**src/rtl/shared_dmem_arbiter.sv**
```systemverilog
// Shared single-port data memory with round-robin arbitration across NCORES cores.
// One access is in flight at a time: IDLE picks a core, ACCESS runs LAT cycles, RESP pulses ACK.
module shared_dmem_arbiter #(
  parameter int NCORES = 2,
  parameter int DEPTH  = 256,
  parameter int LAT    = 1
) (
  input  logic                   clk,
  input  logic                   RST,
  input  logic [NCORES-1:0]      REQ,
  input  logic [NCORES-1:0]      WE,
  input  logic [16*NCORES-1:0]   ADDR,
  input  logic [16*NCORES-1:0]   WDATA,
  output logic [16*NCORES-1:0]   RDATA,
  output logic [NCORES-1:0]      ACK,
  output logic                   BUSY,
  output logic [NCORES-1:0]      GNT
);
  localparam int AW = $clog2(DEPTH);
  localparam int SW = (NCORES > 1) ? $clog2(NCORES) : 1;
  localparam int CW = (LAT > 1) ? $clog2(LAT) : 1;

  typedef enum logic [1:0] {IDLE, ACCESS, RESP} state_e;

  state_e                   state_q, state_d;
  logic [SW-1:0]            sel_q, sel_d, last_q, last_d, pick;
  logic                     found;
  logic                     we_q, we_d;
  logic [AW-1:0]            addr_q, addr_d;
  logic [15:0]              wdata_q, wdata_d;
  logic [CW-1:0]            cnt_q, cnt_d;
  logic [NCORES-1:0]        ack_q, ack_d, gnt_q, gnt_d;
  logic [NCORES-1:0][15:0]  rdata_q, rdata_d;
  logic [NCORES-1:0][15:0]  addr_v, wdata_v;
  logic [15:0]              mem [DEPTH];
  logic                     mem_we;
  logic                     unused_hi;
  int                       idx;

  assign addr_v    = ADDR;
  assign wdata_v   = WDATA;
  assign unused_hi = ^ADDR;

  // Scan last+1, last+2, ... so the most recently served core has lowest priority.
  always_comb begin
    found = 1'b0;
    pick  = last_q;
    idx   = 0;
    for (int k = 1; k <= NCORES; k++) begin
      idx = (int'(last_q) + k) % NCORES;
      if (!found && REQ[SW'(idx)]) begin
        found = 1'b1;
        pick  = SW'(idx);
      end
    end
  end

  always_comb begin
    state_d = state_q;
    sel_d   = sel_q;
    last_d  = last_q;
    we_d    = we_q;
    addr_d  = addr_q;
    wdata_d = wdata_q;
    cnt_d   = cnt_q;
    ack_d   = '0;
    gnt_d   = gnt_q;
    rdata_d = rdata_q;
    mem_we  = 1'b0;
    case (state_q)
      IDLE: if (found) begin
        sel_d       = pick;
        we_d        = WE[pick];
        addr_d      = addr_v[pick][AW-1:0];
        wdata_d     = wdata_v[pick];
        gnt_d       = '0;
        gnt_d[pick] = 1'b1;
        cnt_d       = CW'(LAT - 1);
        state_d     = ACCESS;
      end
      ACCESS: if (cnt_q != '0) begin
        cnt_d = cnt_q - 1'b1;
      end else begin
        if (we_q) mem_we = 1'b1;
        else      rdata_d[sel_q] = mem[addr_q];
        ack_d[sel_q] = 1'b1;
        last_d       = sel_q;
        state_d      = RESP;
      end
      RESP: begin
        gnt_d   = '0;
        state_d = IDLE;
      end
      default: state_d = IDLE;
    endcase
  end

  always_ff @(posedge clk) begin
    if (RST) begin
      state_q <= IDLE;
      sel_q   <= '0;
      last_q  <= SW'(NCORES - 1);
      we_q    <= 1'b0;
      addr_q  <= '0;
      wdata_q <= '0;
      cnt_q   <= '0;
      ack_q   <= '0;
      gnt_q   <= '0;
      rdata_q <= '0;
    end else begin
      state_q <= state_d;
      sel_q   <= sel_d;
      last_q  <= last_d;
      we_q    <= we_d;
      addr_q  <= addr_d;
      wdata_q <= wdata_d;
      cnt_q   <= cnt_d;
      ack_q   <= ack_d;
      gnt_q   <= gnt_d;
      rdata_q <= rdata_d;
    end
  end

  // RAM contents survive reset; a reset on the commit edge suppresses the write.
  always_ff @(posedge clk) begin
    if (mem_we && !RST) mem[addr_q] <= wdata_q;
  end

  assign BUSY  = (state_q != IDLE);
  assign ACK   = ack_q;
  assign GNT   = gnt_q;
  assign RDATA = rdata_q;
endmodule

```
**config.mk**
```make
export PLATFORM = sky130hd
export DESIGN_NAME = shared_dmem_arbiter
export DESIGN_NICKNAME = d
export VERILOG_FILES = /design/src/rtl/shared_dmem_arbiter.sv
export SDC_FILE = /design/constraint.sdc
export NUM_CORES = 2
export LEC_CHECK = 0
export ABC_AREA = 1
export BUFFER_PORTS_ARGS = -buffer_cell sky130_fd_sc_hd__clkbuf_2
export CAP_MARGIN = 30
export CORE_MARGIN = 2
export CORE_UTILIZATION = 55
export CTS_CLUSTER_DIAMETER = 60
export DETAILED_ROUTE_END_ITERATION = 16
export PLACE_DENSITY = 0.71
export SKIP_CTS_REPAIR_TIMING = 1
export SLEW_MARGIN = 20
export SYNTH_ARGS = -nofsm -noshare
export SYNTH_HDL_FRONTEND = slang
export SYNTH_SLANG_ARGS = --single-unit
```
**constraint.sdc**
```tcl
create_clock -name clk -period 5.4 [get_ports clk]
set_input_delay 0.81 -clock clk [delete_from_list [all_inputs] [get_ports clk]]
set_output_delay 0.81 -clock clk [all_outputs]
set_load 0.03 [all_outputs]
```
After elaboration in Yosys (flattened, before gate mapping)
Memories as Yosys holds them, arrays and structs flattened. A register that Yosys moved wholly into a read port is not among the register bits.
Cells that the tools add are included.

storage, ports and cells
  bits in registers = 66
  bits in writable memories = 4,096
  memories kept = 1

memory list
  name  words  width  read ports  clocked after Yosys merged registers in  wr ports  RTL line  RTL
  mem   256    16     1           1                                        1         35        logic [15:0] mem [DEPTH];

cells by class
  $add $sub $neg = 3
  order comparisons = 6
  equality and inequality tests = 4
  mux-type cells = 36
  bitwise logic cells = 3
  reductions and logical operators = 17

operators by type and width
  operator                                                                      count
  16-bit 2-to-1 mux                                                             3
  32-bit bitwise mux                                                            1
  8-bit 2-to-1 mux                                                              4
  1-bit 2-to-1 mux                                                              19
  16-bit demux with 1-bit select                                                1
  2-bit AND reduction                                                           5
  2-bit case mux with 2 select lines                                            2
  1-bit by 3-bit less-than comparator with 1-bit output, second input constant  2
  2-bit 2-to-1 mux                                                              3
  2-bit nonzero test                                                            3
  1-bit logical AND                                                             4
  1-bit by 2-bit less-than comparator with 1-bit output, second input constant  2
  2-bit inequality test, second input constant                                  2
  1-bit NOT                                                                     3
  3-bit AND reduction                                                           1
  3-bit OR reduction                                                            1
  1-bit adder, second input constant                                            2
  1-bit demux with 1-bit select                                                 2
  2-bit by 1-bit == test with 1-bit output, second input constant               1
  2-bit == test, second input constant                                          1
  1-bit >= comparator, second input constant                                    2
  1-bit logical NOT                                                             2
  2-bit logical NOT                                                             1
  1-bit case mux with 2 select lines                                            1
  1-bit subtractor, second input constant                                       1

Depth between registers and ports, before layout
  depth after elaboration = 14
  gate-level depth with buffers = 15
  depth with buffers taken out = 11

Worst setup path before layout
No wires, ideal clock.

  path kind = reg-to-reg
  from = reg wdata_q[0]
  to = mem mem[0][0] (data pin)
  setup time = 0.855 ns
  data arrival time = 3.393 ns
  data required time = 4.545 ns
  slack = 1.152 ns
  stages on the path, launching flop included = 1
  cell sequence = dfxtp_1

RTL lines
  element                 RTL line  RTL
  from (decl)             30        logic [15:0] wdata_q, wdata_d;
  from (signal assigned)  116       wdata_q <= wdata_d;
  to (decl)               35

No word-level cell before the write port.

==> summary.md <==
| Metric | Value |
|---|---|
| Hold depth | `2` |
| Internal reg-to-reg setup slack | `1170 ps` |
| Setup TNS | `0 ps` |
| Final Critical Period | `4230 ps` |
| Drt first-iter violations | `15000` |
| Die Y | `556 µm` |
| Vias in the first global route | `102000` |
| Outcome | `finished clean` |
| First-pass GRT wire length | `658 mm` |
| Routing usage on met1 | `39.4%` |
| Pin count of the biggest net entering global routing | `186` |
| I/O pin count | `107` |
| Mapped Cells | `13800` |
| Fin. max-slew vios | `0` |
| Syn_nets | `13900` |
| Die ar. | `309000 µm²` |
| Filler-free cell count of the finished design | `18100` |
| Drc violations | `0` |
| Busiest grt layer | `met2` |
| HP Start | `RST` |
| Syn Std Cell Area | `167000 µm²` |
| Initial antenna violation count | `10` |
| Worst Path Required | `6260 ps` |
| Syn avg cell area | `12.1 µm²` |
| Std-Cell Rows | `202` |
| Worst Hold Class | `in2reg` |
| Unrepaired setup endpoints after global routing | `no` |
| Critical path launch point type | `flip-flop` |
| Clock slew at reported path FFs | `60 ps` |
| Synth warnings | `0` |
| Flops & latches, synth | `4169` |
| Placed insts | `17400` |
| Avg Vias per Cell | `6.08` |
| Relative slew margins | `27.1%` |
| CTS tree | `done` |
| Antenna Nets Post-Route | `0` |
| Max VDD drop | `0.327 mV` |
| Root Buffer | `clkbuf_16` |
| Routability-driven placement congestion ratio | `0.890` |
| Post-DP HPWL | `240 mm` |
| Grt ovf | `0` |
| Crit end category | `flip-flop` |
| Share of layout cells above drive strength 1 | `8.26%` |
| H-Tree Depth | `5` |
| GRT met2 Usage | `44.3%` |
| Critical path class | `reg2reg` |
| Vias post-DR | `110000` |
| Post-Route WL | `448 mm` |
| Layout fillers | `22500` |
| Period utilization | `78.4%` |
| Hold_ws | `117 ps` |
| Unique masters post-synth | `22` |
| CTS buffer count | `410` |
| Layout net count | `13900` |
| Total track usage | `28.5%` |
| Core area | `303000 µm²` |
| Reg2reg end | `RDATA[13]$_SDFFE_PP0P_` |
| WP data arrival | `5090 ps` |
| Horiz. Die Dim | `556 µm` |
| Power density over cell area | `384 nW/µm²` |
| Initial Util | `55.3%` |
| Lkg Pwr | `65.4 nW` |
| Layout area overhead | `10.8%` |
| Sequential area share after synthesis | `74.4%` |
| IO Port Bufs | `89` |
| Routed len/inst | `24.7 µm` |
| # setup viols final | `0` |
| Total power | `71.1 mW` |
| Max-cap violations | `0` |
| Slew @ Worst Pin | `1090 ps` |
| TritonRoute pass-1 iters | `7` |
| Hold Crit Endpoint | `GNT[0]$_SDFFE_PP0P_` |
| Critical-path maximum fanout | `100` |
| Hold Vio Cnt, Final | `0` |
| R2R cell count | `12` |
| Clk buf depth | `4` |
| Fmax | `0.236 GHz` |
| Clk_skew | `59.1 ps` |
| GR Layer Usage met3 | `5.14%` |
| Clock latency on the worst-skew pair | `940 ps` |
| Clock sinks | `4169` |
[through the flow]
| step | util, % | area [µm²] | setup slack, ps |
|---|---|---|---|
| floorplan | - | 167000 | 1150 |
| global placement | 56.9 | 172000 | 1270 |
| detailed placement | 56.9 | 172000 | 1290 |
| CTS | 61.2 | 185000 | 1370 |
| global route | 61.2 | 185000 | 1120 |
| finish | 61.2 | 185000 | 1170 |
[kinds of logic after synthesis]
kind of cell	after synthesis	share of synthesized area, %
AOI/OAI and AO/OA	144	0.455
xor gates and xnor gates	1	0.00524
buffers and inverters	984	3.05
DFF	4169	74.4
and+or+nand+nor	8492	22.1
[power breakdown]
part	switching (mW)	internal (mW)	total (mW)
Clock	11.9	15.9	27.8
Combinational	5.33	1.64	6.96
Sequential	0.320	36.0	36.3
[flip-flops by register name, summed over array words and instances (netlist names), named ones only]
register	flops
RDATA	32
mem	4096
we_q	1
wdata_q	16
last_q	1
addr_q	8
GNT	2
ACK	2
state_q	2
sel_q	1
[metal layers]
metal / share of wire (%) / wire, µm / up-vias
met5: 0.012 / 52 / -
met4: 5.1 / 22700 / 8
met3: 11 / 48800 / 1072
met2: 46 / 208000 / 6217
met1: 38 / 168000 / 53400
li1: - / - / 49300
[placed cells by master (no fill, tap or decap), types with 2 or more instances in the layout]
cell / n
a21oi_1: 58
nor3_2: 2
inv_8: 3
clkinvlp_4: 15
nand2_1: 4133
clkbuf_8: 7
o22ai_1: 25
clkbuf_2: 89
nor2_1: 273
clkinv_4: 2
clkbuf_16: 419
clkinv_16: 2
inv_6: 6
bufinv_16: 34
inv_1: 20
buf_4: 387
buf_12: 74
clkinv_1: 87
dfxtp_1: 50
clkinv_8: 3
inv_16: 4
clkbuf_1: 88
nand3_1: 4064
nor3_1: 4
o21ai_0: 58
edfxtp_1: 4096
nand2_2: 15
dfxtp_4: 22
clkinv_2: 76
inv_2: 2
diode_2: 7
[cell type report]
| class | instances | area (µm²) | area share, % |
|---|---|---|---|
| Antenna cell | 7 | 17.5 | 0.00945 |
| Clock buffer | 514 | 10900 | 5.89 |
| Clock inverter | 227 | 2070 | 1.12 |
| Inverter | 27 | 145 | 0.0783 |
| Multi-Input combinational cell | 8637 | 37800 | 20.4 |
| Sequential cell | 4169 | 125000 | 67.2 |
| Tap cell | 3978 | 4980 | 2.69 |
| Timing Repair Buffer | 552 | 4870 | 2.63 |
[worst max path at each step]
stage	startpoint	cells after the start	to
2_1_floorplan	wdata_q[0]$_SDFFE_PP0P_	0	mem[0][0]$_DFFE_PP_
3_3_place_gp	RST	7	mem[24][5]$_DFFE_PP_
3_5_place_dp	RST	7	mem[122][15]$_DFFE_PP_
4_1_cts	flip-flop	12	RDATA[13]$_SDFFE_PP0P_
5_1_grt	flip-flop	12	RDATA[13]$_SDFFE_PP0P_
6_report	flip-flop	12	RDATA[13]$_SDFFE_PP0P_
[worst max-delay path: stages (launching register included)]
cell and delay, ps:
dfxtp_4 550, inv_16 480, buf_4 710, nand2_1 120, nand3_1 110, nand3_1 90, nand3_1 160, nand3_1 100
nand3_1 340, nand3_1 420, nand3_1 460, nand2_1 260, a21oi_1 180
[synth_stat cells (all sizes together)]
cell    number  share of area (%)
nand2     4149                9.3
edfxtp    4096                 74
nand3     4064                 12
buf        800                2.6
nor2       273               0.61
clkbuf     157               0.35
dfxtp       73               0.87
a21oi       58               0.17
o21ai       58               0.17
inv         27              0.062
o22ai       25              0.093
nor3         6              0.018
a211oi       1             0.0045
a31oi        1             0.0037
a32o         1             0.0060
xor2         1             0.0052
No activity file was read; power rests on OpenSTA's default activity.
